**config.mk**
```make
export PLATFORM = sky130hd
export DESIGN_NAME = quadrature_updown_decoder
export DESIGN_NICKNAME = d
export VERILOG_FILES = /design/src/rtl/qdec_pkg.sv /design/src/rtl/qdec_phase_sync.sv /design/src/rtl/quadrature_updown_decoder.sv
export SDC_FILE = /design/constraint.sdc
export NUM_CORES = 1
export LEC_CHECK = 0
export BUFFER_PORTS_ARGS = -buffer_cell sky130_fd_sc_hd__buf_4
export CAP_MARGIN = 25
export CORE_UTILIZATION = 54
export CTS_BUF_LIST = sky130_fd_sc_hd__clkbuf_8 sky130_fd_sc_hd__clkbuf_16
export CTS_CLUSTER_SIZE = 16
export DETAILED_ROUTE_END_ITERATION = 10
export PLACE_DENSITY_LB_ADDON = 0.08
export SETUP_SLACK_MARGIN = 0.3
export SLEW_MARGIN = 20
export SYNTH_ARGS = -nofsm -noshare
export SYNTH_HDL_FRONTEND = slang
export SYNTH_SLANG_ARGS = --single-unit
export TNS_END_PERCENT = 5
```
**constraint.sdc**
```tcl
create_clock -name Clk -period 1.8 [get_ports Clk]
set_input_delay 0.45 -clock Clk [delete_from_list [all_inputs] [get_ports Clk]]
set_output_delay 0.45 -clock Clk [all_outputs]
set_load 0.1 [all_outputs]
```
**src/rtl/qdec_pkg.sv**
```systemverilog
// Shared types and the quadrature step decoder for the position counter.
// The Gray-coded phase state {A,B} advances 00->01->11->10->00 when moving up.
package qdec_pkg;

    typedef enum logic [1:0] {
        S00 = 2'b00,
        S01 = 2'b01,
        S11 = 2'b11,
        S10 = 2'b10
    } qdec_state_t;

    typedef enum logic [1:0] {
        EVT_NONE,
        EVT_UP,
        EVT_DOWN,
        EVT_ILLEGAL
    } qdec_evt_t;

    // Position of a phase state along the up sequence, so that a step is a
    // difference of +1 or -1 modulo 4 and a difference of 2 is a double jump.
    function automatic logic [1:0] grayIndex(input qdec_state_t s);
        logic [1:0] idx;
        case (s)
            S00:     idx = 2'd0;
            S01:     idx = 2'd1;
            S11:     idx = 2'd2;
            default: idx = 2'd3;
        endcase
        return idx;
    endfunction

    function automatic qdec_evt_t decode(input qdec_state_t prev, input qdec_state_t curr);
        logic [1:0] delta;
        qdec_evt_t  evt;
        delta = grayIndex(curr) - grayIndex(prev);
        case (delta)
            2'd0:    evt = EVT_NONE;
            2'd1:    evt = EVT_UP;
            2'd3:    evt = EVT_DOWN;
            default: evt = EVT_ILLEGAL;
        endcase
        return evt;
    endfunction

endpackage

```
**src/rtl/qdec_phase_sync.sv**
```systemverilog
// Per-phase input conditioning: a 2-FF synchronizer, optionally followed by a
// stability filter when QDEC_FILTER_EN is defined. 'valid' rises once the
// output reflects the real pin level after reset, so the decoder can prime
// its previous-state register from a trustworthy sample.
module qdec_phase_sync
`ifdef QDEC_FILTER_EN
#(
    parameter int FILTER_LEN = 4
)
`endif
(
    input  logic Clk,
    input  logic reset,
    input  logic phaseIn,
    output logic phaseOut,
    output logic valid
);

    logic       sync1_q;
    logic       sync2_q;
    logic [1:0] fill_q;

    // Two-stage synchronizer; fill_q marks when sync2 holds a genuine pin sample.
    always_ff @(posedge Clk or posedge reset) begin
        if (reset) begin
            sync1_q <= 1'b0;
            sync2_q <= 1'b0;
            fill_q  <= 2'b00;
        end else begin
            sync1_q <= phaseIn;
            sync2_q <= sync1_q;
            fill_q  <= {fill_q[0], 1'b1};
        end
    end

`ifdef QDEC_FILTER_EN
    localparam int CNT_W = $clog2(FILTER_LEN) + 1;
    localparam logic [CNT_W-1:0] CNT_LAST = CNT_W'(FILTER_LEN - 1);

    logic [CNT_W-1:0] cnt_q, cnt_d;
    logic             filt_q, filt_d;
    logic             settled_q, settled_d;

    // The filtered level flips only after FILTER_LEN consecutive differing samples.
    always_comb begin
        cnt_d     = '0;
        filt_d    = filt_q;
        settled_d = settled_q;
        if (sync2_q != filt_q) begin
            if (cnt_q == CNT_LAST) begin
                filt_d = sync2_q;
            end else begin
                cnt_d = cnt_q + CNT_W'(1);
            end
        end else if (fill_q[1]) begin
            settled_d = 1'b1;
        end
    end

    // Filter state register.
    always_ff @(posedge Clk or posedge reset) begin
        if (reset) begin
            cnt_q     <= '0;
            filt_q    <= 1'b0;
            settled_q <= 1'b0;
        end else begin
            cnt_q     <= cnt_d;
            filt_q    <= filt_d;
            settled_q <= settled_d;
        end
    end

    assign phaseOut = filt_q;
    assign valid    = settled_q;
`else
    assign phaseOut = sync2_q;
    assign valid    = fill_q[1];
`endif

endmodule

```
**src/rtl/quadrature_updown_decoder.sv**
```systemverilog
// Quadrature up/down decoder: synchronizes PhaseA/PhaseB, decodes Gray steps
// into Step/UpOrDown pulses, keeps a wrapping position count and a saturating
// illegal-transition count. Define QDEC_FILTER_EN to add a per-phase
// stability filter of FILTER_LEN samples behind each synchronizer.
module quadrature_updown_decoder
    import qdec_pkg::*;
#(
    parameter int WIDTH      = 5,
    parameter int ERR_WIDTH  = 4,
    parameter int FILTER_LEN = 4
) (
    input  logic                 Clk,
    input  logic                 reset,
    input  logic                 PhaseA,
    input  logic                 PhaseB,
    input  logic                 Clear,
    output logic [WIDTH-1:0]     Count,
    output logic                 UpOrDown,
    output logic                 Step,
    output logic                 Err,
    output logic [ERR_WIDTH-1:0] ErrCnt
);

    logic rstMeta_q;
    logic rstSync_q;

    // Reset asserts immediately but is released only on a Clk edge.
    always_ff @(posedge Clk or posedge reset) begin
        if (reset) begin
            rstMeta_q <= 1'b1;
            rstSync_q <= 1'b1;
        end else begin
            rstMeta_q <= 1'b0;
            rstSync_q <= rstMeta_q;
        end
    end

    logic phaseA, phaseB, validA, validB;

`ifdef QDEC_FILTER_EN
    qdec_phase_sync #(.FILTER_LEN(FILTER_LEN)) uSyncA (
        .Clk(Clk), .reset(rstSync_q), .phaseIn(PhaseA), .phaseOut(phaseA), .valid(validA)
    );
    qdec_phase_sync #(.FILTER_LEN(FILTER_LEN)) uSyncB (
        .Clk(Clk), .reset(rstSync_q), .phaseIn(PhaseB), .phaseOut(phaseB), .valid(validB)
    );
`else
    qdec_phase_sync uSyncA (
        .Clk(Clk), .reset(rstSync_q), .phaseIn(PhaseA), .phaseOut(phaseA), .valid(validA)
    );
    qdec_phase_sync uSyncB (
        .Clk(Clk), .reset(rstSync_q), .phaseIn(PhaseB), .phaseOut(phaseB), .valid(validB)
    );

    // FILTER_LEN only shapes the filtered build; this empty guard keeps it referenced here.
    if (FILTER_LEN < 1) begin : gFilterLenUnused
    end
`endif

    qdec_state_t          curr;
    qdec_state_t          prev_q, prev_d;
    qdec_evt_t            evt;
    logic                 primed_q, primed_d;
    logic [WIDTH-1:0]     count_q, count_d;
    logic [ERR_WIDTH-1:0] errCnt_q, errCnt_d;
    logic                 upOrDown_q, upOrDown_d;
    logic                 step_q, step_d;
    logic                 err_q, err_d;

    assign curr = qdec_state_t'({phaseA, phaseB});

    // Prime on the first valid sample, then turn each state change into an event.
    always_comb begin
        prev_d     = prev_q;
        primed_d   = primed_q;
        count_d    = count_q;
        errCnt_d   = errCnt_q;
        upOrDown_d = upOrDown_q;
        step_d     = 1'b0;
        err_d      = 1'b0;
        evt        = EVT_NONE;
        if (!primed_q) begin
            if (validA && validB) begin
                prev_d   = curr;
                primed_d = 1'b1;
            end
        end else begin
            evt    = decode(prev_q, curr);
            prev_d = curr;
            case (evt)
                EVT_UP: begin
                    count_d    = count_q + WIDTH'(1);
                    upOrDown_d = 1'b1;
                    step_d     = 1'b1;
                end
                EVT_DOWN: begin
                    count_d    = count_q - WIDTH'(1);
                    upOrDown_d = 1'b0;
                    step_d     = 1'b1;
                end
                EVT_ILLEGAL: begin
                    err_d = 1'b1;
                    if (errCnt_q != '1) begin
                        errCnt_d = errCnt_q + ERR_WIDTH'(1);
                    end
                end
                default: begin
                end
            endcase
        end
        if (Clear) begin
            count_d  = '0;
            errCnt_d = '0;
        end
    end

    // Decoder state and registered outputs.
    always_ff @(posedge Clk or posedge rstSync_q) begin
        if (rstSync_q) begin
            prev_q     <= S00;
            primed_q   <= 1'b0;
            count_q    <= '0;
            errCnt_q   <= '0;
            upOrDown_q <= 1'b0;
            step_q     <= 1'b0;
            err_q      <= 1'b0;
        end else begin
            prev_q     <= prev_d;
            primed_q   <= primed_d;
            count_q    <= count_d;
            errCnt_q   <= errCnt_d;
            upOrDown_q <= upOrDown_d;
            step_q     <= step_d;
            err_q      <= err_d;
        end
    end

    assign Count    = count_q;
    assign UpOrDown = upOrDown_q;
    assign Step     = step_q;
    assign Err      = err_q;
    assign ErrCnt   = errCnt_q;

endmodule

```
==> results of run 1 <==
==> final timing paths <==
path                                start        endpoint  slack, ps  cells past startpoint
worst min register to register  rstSync_q       prev_q[1]        280                      2
worst min-delay path                reset       rstMeta_q        210                      2
max in group asynchronous       rstSync_q        UpOrDown       1310                      2
worst max register to register  prev_q[0]        Count[4]       -750                     12
min in group Clk                   PhaseA  uSyncA.sync1_q        290                      1
worst max-delay path            prev_q[0]        Count[4]       -750                     12
==> cell type report <==
cell class / count / area, um^2
multi-input cells: 64 / 516.7
repair buffers: 30 / 236.5
fillers: 145 / 501.7
inverters: 7 / 26.28
clock inverters: 1 / 7.507
clock buffers: 3 / 41.29
flip-flops and latches: 23 / 578.1
well taps: 27 / 33.78
==> logic make-up after synthesis <==
family / after synthesis / synth area share [%]
muxes: 5 / 4.853
buffers and inverters: 10 / 3.386
adders and majority gates: 8 / 9.030
other: 2 / 0.6775
DFF: 23 / 52.14
and+or+nand+nor: 27 / 11.74
AOI/OAI and AO/OA: 17 / 11.51
xor gates and xnor gates: 5 / 6.659
==> through the flow <==
| step | std cells | instance area, um^2 | power [mW] | util [%] | TNS, ps |
|---|---|---|---|---|---|
| after floorplan | 97 | 1114 | 1.383 | - | -3205 |
| after global placement | 151 | 1361 | 1.622 | 70.10 | -3460 |
| after detailed placement | 151 | 1361 | 1.646 | 70.10 | -3815 |
| after CTS | 155 | 1431 | 1.989 | 73.71 | -3585 |
| after global routing | 155 | 1440 | 2.091 | 74.16 | -4640 |
| final | 155 | 1440 | 1.988 | 74.16 | -3506 |
==> power by group through the flow <==
stage	logic [mW]	clock network (mW)	registers, mW
after floorplan	0.294	0	1.09
after global placement	0.970	0	0.652
after detailed placement	0.991	0	0.655
after CTS	1.01	0.332	0.645
final	1.02	0.322	0.645
after global routing	1.08	0.356	0.655
==> cell usage in the layout (no fill, tap or decap), types with 3 or more instances in the layout <==
| cell type | Yosys | final |
|---|---|---|
| nor2_1 | 15 | 14 |
| dfrtp_1 | 21 | 21 |
| buf_6 | 0 | 3 |
| clkbuf_8 | 0 | 3 |
| a21oi_1 | 5 | 5 |
| ha_1 | 8 | 6 |
| o21ai_0 | 4 | 3 |
| inv_1 | 7 | 7 |
| buf_4 | 0 | 27 |
| mux2_2 | 3 | 3 |
==> routing by layer <==
layer	track usage, %	vias to the layer above	part of all wire, %
met3	4.615	2	2.2
met5	0	-	0
met2	37.26	20	53
met1	24.38	408	44
met4	8.000	0	1.1
li1	-	386	-
==> worst max-delay path: cells and delay by family (launching register included) <==
| family | cells | cell delay [ps] |
|---|---|---|
| fa+ha+maj | 3 | 640 |
| mux | 1 | 370 |
| flops | 1 | 370 |
| xor+xnor | 2 | 420 |
| buf+inv | 2 | 110 |
| simple gates | 2 | 230 |
| compound gates | 2 | 310 |
==> timing repair <==
item / in CTS / in global routing
buffers inserted: 0 / 0
gates resized for setup: 7 / 2
pin swaps: 4 / 0
setup endpoints to repair: 15 / 14
==> out/qor.txt, run 1 <==
Status: complete, but fails checks
Violated checks: setup timing
Net Sw Power: 0.9135 mW
TritonCTS buffer count: 3
Maximum net fanout on the critical path: 3
Starting Density: 57.09%
Rows: 16
Final net count: 142
Clock latency on the worst-skew pair: 260 ps
Switching power as a share of total power: 45.95%
Final setup violation count: 8
Max Root-Sink Buffers: 2
Buffer type at the clock tree root: clkbuf_8
Final setup margin: -750.3 ps
Slowest stage delay, CP: 370 ps
Maximum number of pins on one net before global-route repair: 22
Number of distinct library cells after synthesis: 31
Aggregate global-route resource usage: 20.95%
Total power per unit cell area: 1381 nW/um^2
Cell area after technology mapping: 1109 um^2
Required time of the worst setup path: 1950 ps
Total wirelength of the detailed-routed design: 1.956 mm
Max Slew Vio Count: 0
Number of synthesized flops with an enable pin: 0
Number of hold violations in the final report: 0
Number of flip-flops in the largest register: 5
Vias in the first global route: 752
Standby leakage power: 0.7171 nW
Time the worst path needs with I/O delays and setup: 2550 ps
Fraction of post-synthesis cell area in the top cell type by area: 47.40%
Reported max-cap violation count: 0
Count of H-tree levels built during CTS: 1
Synthesis Warnings: 0
Sequential element share of the synthesized area: 52.14%
Worst hold margin: 214.7 ps
Total iterations of the first detailed-routing run: 4
Startpoint-to-endpoint class of the critical path: reg2reg
Die outline height: 47.31 um
Syn avg cell area: 11.43 um^2
Cell internal pwr: 1.075 mW
Cells taking the most area after synthesis: dfrtp_1 47%, ha_1 9.0%, nor2_1 5.1%, dfstp_2 4.7%, mux2_2 3.0%
Total congestion overflow after global routing: 0
Slowest cell on crit path: dfrtp_1
Leading register cell type out of synthesis: dfrtp_1
Number of hold-repair buffers added at the cts stage: 0
Average routed wire per standard cell: 12.62 um
Proportion of synthesized flip-flops having asynchronous set or reset: 100.0%
Unrepaired setup endpoints after global routing: yes
Vias per Instance: 5.265
Worst Skew: 2.094 ps
Share of layout cells above drive strength 1: 38.28%
Critical-path cell list: inv_1 -> ha_1 -> inv_1 -> ha_2 -> xnor3_2 -> nor2_2 -> xor2_1 -> ha_2 -> or3_1 -> a21oi_1 -> o311ai_1 -> mux2_2
Leading post-synthesis cells by instance count: 21 x dfrtp_1, 15 x nor2_1, 8 x ha_1, 7 x inv_1, 5 x a21oi_1
TritonCTS sink count: 23
Gate count of the mapped netlist: 97
Synth area leader: dfrtp_1
Power share of the combinational group: 51.3%
Layout area overhead: 29.91%
Die area: 2238 um^2
Proportion of power drawn by flip-flops and latches: 32.5%
N_diodes: 0
Achievable frequency: 392.1 MHz
Synthesized flop and latch total: 23
Final RePlAce weighted congestion: 0.8988
Dpl ws: -764.0 ps
Count of input and output buffers: 16
Floorplan Core Area: 1942 um^2
Antenna violation net count after detailed routing: 0
Initial antenna violation count: 0
Detail Placement HPWL: 1.441 mm
Type of destination of the critical path: register
Critical path launch point type: register
Detailed Route Iter0 Violations: 4
Clock network fraction of design power: 16.2%
Class of the most critical hold timing path: in2async
Die W: 47.31 um
Highest ir drop seen on vdd: 0.9192 mV
Post-route fraction of the period consumed by the critical path: 141.7%
Ports placed on the boundary: 17
CTS clock-pin slew for the worst setup and hold paths: 80 ps
Post-route DRC violation count: 0
Global-route wire length before repair: 3.194 mm
Worst EP arrival: 2700 ps
Clock tree from TritonCTS: built
Detailed-route via count: 816
Library cell with the highest instance count after synthesis: dfrtp_1
Synthesized Nets: 110
(Power assumes the default switching activity.)
==> run 2: changes to the inputs <==
- CORE_MARGIN: not set -> 1
- CORE_UTILIZATION: 54 -> 50
==> out/qor.txt, run 2 (same netlist as run 1, synthesis figures left out) <==
Status: complete, but fails checks
Violated checks: setup timing
Detailed-route via count: 793 (-2.8%)
Max Root-Sink Buffers: 2 (unchanged)
Required time of the worst setup path: 1950 ps (about the same)
Class of the most critical hold timing path: reg2async
Number of hold-repair buffers added at the cts stage: 0 (unchanged)
Floorplan Core Area: 2022 um^2 (+4.1%)
TritonCTS sink count: 23 (unchanged)
Clock tree from TritonCTS: built
Detailed Route Iter0 Violations: 11 (+7)
Total wirelength of the detailed-routed design: 2.138 mm (+9.3%)
Average routed wire per standard cell: 13.88 um (+10%)
Final net count: 141 (-0.70%)
Startpoint-to-endpoint class of the critical path: reg2reg
Share of layout cells above drive strength 1: 40.94% (+2.7 points)
Most frequent cells in the layout: 24 x buf_4, 21 x dfrtp_1, 12 x nor2_1
Die W: 49.09 um (+3.8%)
Final RePlAce weighted congestion: 0.8253 (-8.2%)
Number of hold violations in the final report: 0 (unchanged)
Number of standard cells in the layout, taps in and fillers out: 154 (-0.65%)
Post-route fraction of the period consumed by the critical path: 148.4% (+6.7 points)
Count of H-tree levels built during CTS: 1 (unchanged)
Global-route wire length before repair: 3.512 mm (+10%)
Sequential cell area: 578.1 um^2 (unchanged)
Layout filler cell count: 147 (+1.4%)
Worst hold margin: 172.3 ps (-42.46 ps)
Max Slew Vio Count: 0 (unchanged)
N_diodes: 0 (unchanged)
Detail Placement HPWL: 1.504 mm (+4.4%)
Worst Skew: 4.496 ps (+2.402 ps)
Initial antenna violation count: 0 (unchanged)
Instance count after placement with tap cells included: 150 (-0.66%)
Starting Density: 54.83% (-2.3 points)
Die outline height: 49.09 um (+3.8%)
Vias in the first global route: 775 (+3.1%)
CTS clock-pin slew for the worst setup and hold paths: 80 ps (about the same)
Number of flip-flops in the largest register: 5 (unchanged)
Multi-input logic area: 550.5 um^2 (+6.5%)
Time the worst path needs with I/O delays and setup: 2671 ps (+121.0 ps)
Final setup violation count: 8 (unchanged)
Total power per unit cell area: 1369 nW/um^2 (-0.83%)
Die area: 2409 um^2 (+7.6%)
Reported max-cap violation count: 0 (unchanged)
Maximum number of pins on one net before global-route repair: 16 (-27%)
Rows: 16 (unchanged)
Clock latency on the worst-skew pair: 260 ps (about the same)
Standby leakage power: 0.7202 nW (+0.43%)
Ports placed on the boundary: 17 (unchanged)
Total iterations of the first detailed-routing run: 4 (unchanged)
Vias per Instance: 5.149 (-2.2%)
Maximum net fanout on the critical path: 3 (unchanged)
Type of destination of the critical path: register
Buffer type at the clock tree root: clkbuf_8
Final setup margin: -871.3 ps (-121.0 ps)
Total congestion overflow after global routing: 0 (unchanged)
Aggregate global-route resource usage: 19.30% (-1.6 points)
Unrepaired setup endpoints after global routing: yes
Critical path launch point type: register
Layout area overhead: 32.73%
Achievable frequency: 374.3 MHz (-4.5%)
TritonCTS buffer count: 3 (unchanged)
Post-route DRC violation count: 0 (unchanged)
Count of input and output buffers: 16 (unchanged)
Commonest non-fill, non-tap cell in the layout: buf_4
Highest ir drop seen on vdd: 0.9806 mV (+6.7%)
Worst EP arrival: 2820 ps (+120 ps)
Antenna violation net count after detailed routing: 0 (unchanged)
[run 2: path summary, 6_finish.rpt]
kind	startpoint	end	slack [ps]	depth (start not counted)
hold / removal	rstSync_q	prev_q[0]	170	1
min in group Clk	PhaseB	uSyncB.sync1_q	300	1
setup reg to reg	prev_q[0]	Count[4]	-870	12
max in group asynchronous	rstSync_q	ErrCnt[2]	1150	2
setup / recovery	prev_q[0]	Count[4]	-870	12
hold reg to reg	rstSync_q	prev_q[0]	170	1
[run 2: worst max-delay path: stages, from the launching register on]
cell      delay [ps]
dfrtp_1          380
inv_1             50
ha_1             300
inv_2             70
ha_4             130
xnor3_2          260
nor2_2           130
xor2_1           170
ha_2             200
or3_1             90
a21oi_1           70
o311ai_1         340
mux2_2           380
[run 2: final cells by class]
class | instances | area share, %
Multi-Input combinational cell | 64 | 37.41
Inverter | 7 | 1.786
Sequential cell | 23 | 39.29
Tap cell | 27 | 2.296
Clock inverter | 1 | 0.3401
Clock buffer | 3 | 2.806
Timing Repair Buffer | 29 | 16.07
[run 2: report_power, final]
group	internal [mW]	total, mW	switching (mW)
sequential	0.588	0.652	0.0634
clock	0.154	0.312	0.158
combinational	0.344	1.05	0.707
total	1.09	2.01	0.928
[run 2: routing by layer]
metal | GRT usage [%] | routed length (um)
met1 | 24.44 | 884
met2 | 33.11 | 1157
met3 | 2.804 | 83
met4 | 7.353 | 12
met5 | 0 | 0
[run 2: through the flow]
stage | setup WS, ps | cell area [um^2] | TNS, ps | power (mW) | util [%]
2_1_floorplan | -790.6 | 1114 | -3205 | 1.383 | -
3_3_place_gp | -715.3 | 1354 | -3531 | 1.617 | 66.96
3_5_place_dp | -810.8 | 1354 | -4224 | 1.636 | 66.96
4_1_cts | -798.6 | 1446 | -3642 | 1.981 | 71.53
5_1_grt | -1089 | 1471 | -4839 | 2.118 | 72.77
6_report | -871.3 | 1471 | -3633 | 2.014 | 72.77
[run 2: timing repair]
action / CTS / global route
setup buffers: 0 / 0
setup endpoints to repair: 13 / 15
endpoints found under the hold margin: 0 / 0
gates resized for setup: 11 / 6
cloned: 0 / 0
pin swaps: 6 / 1
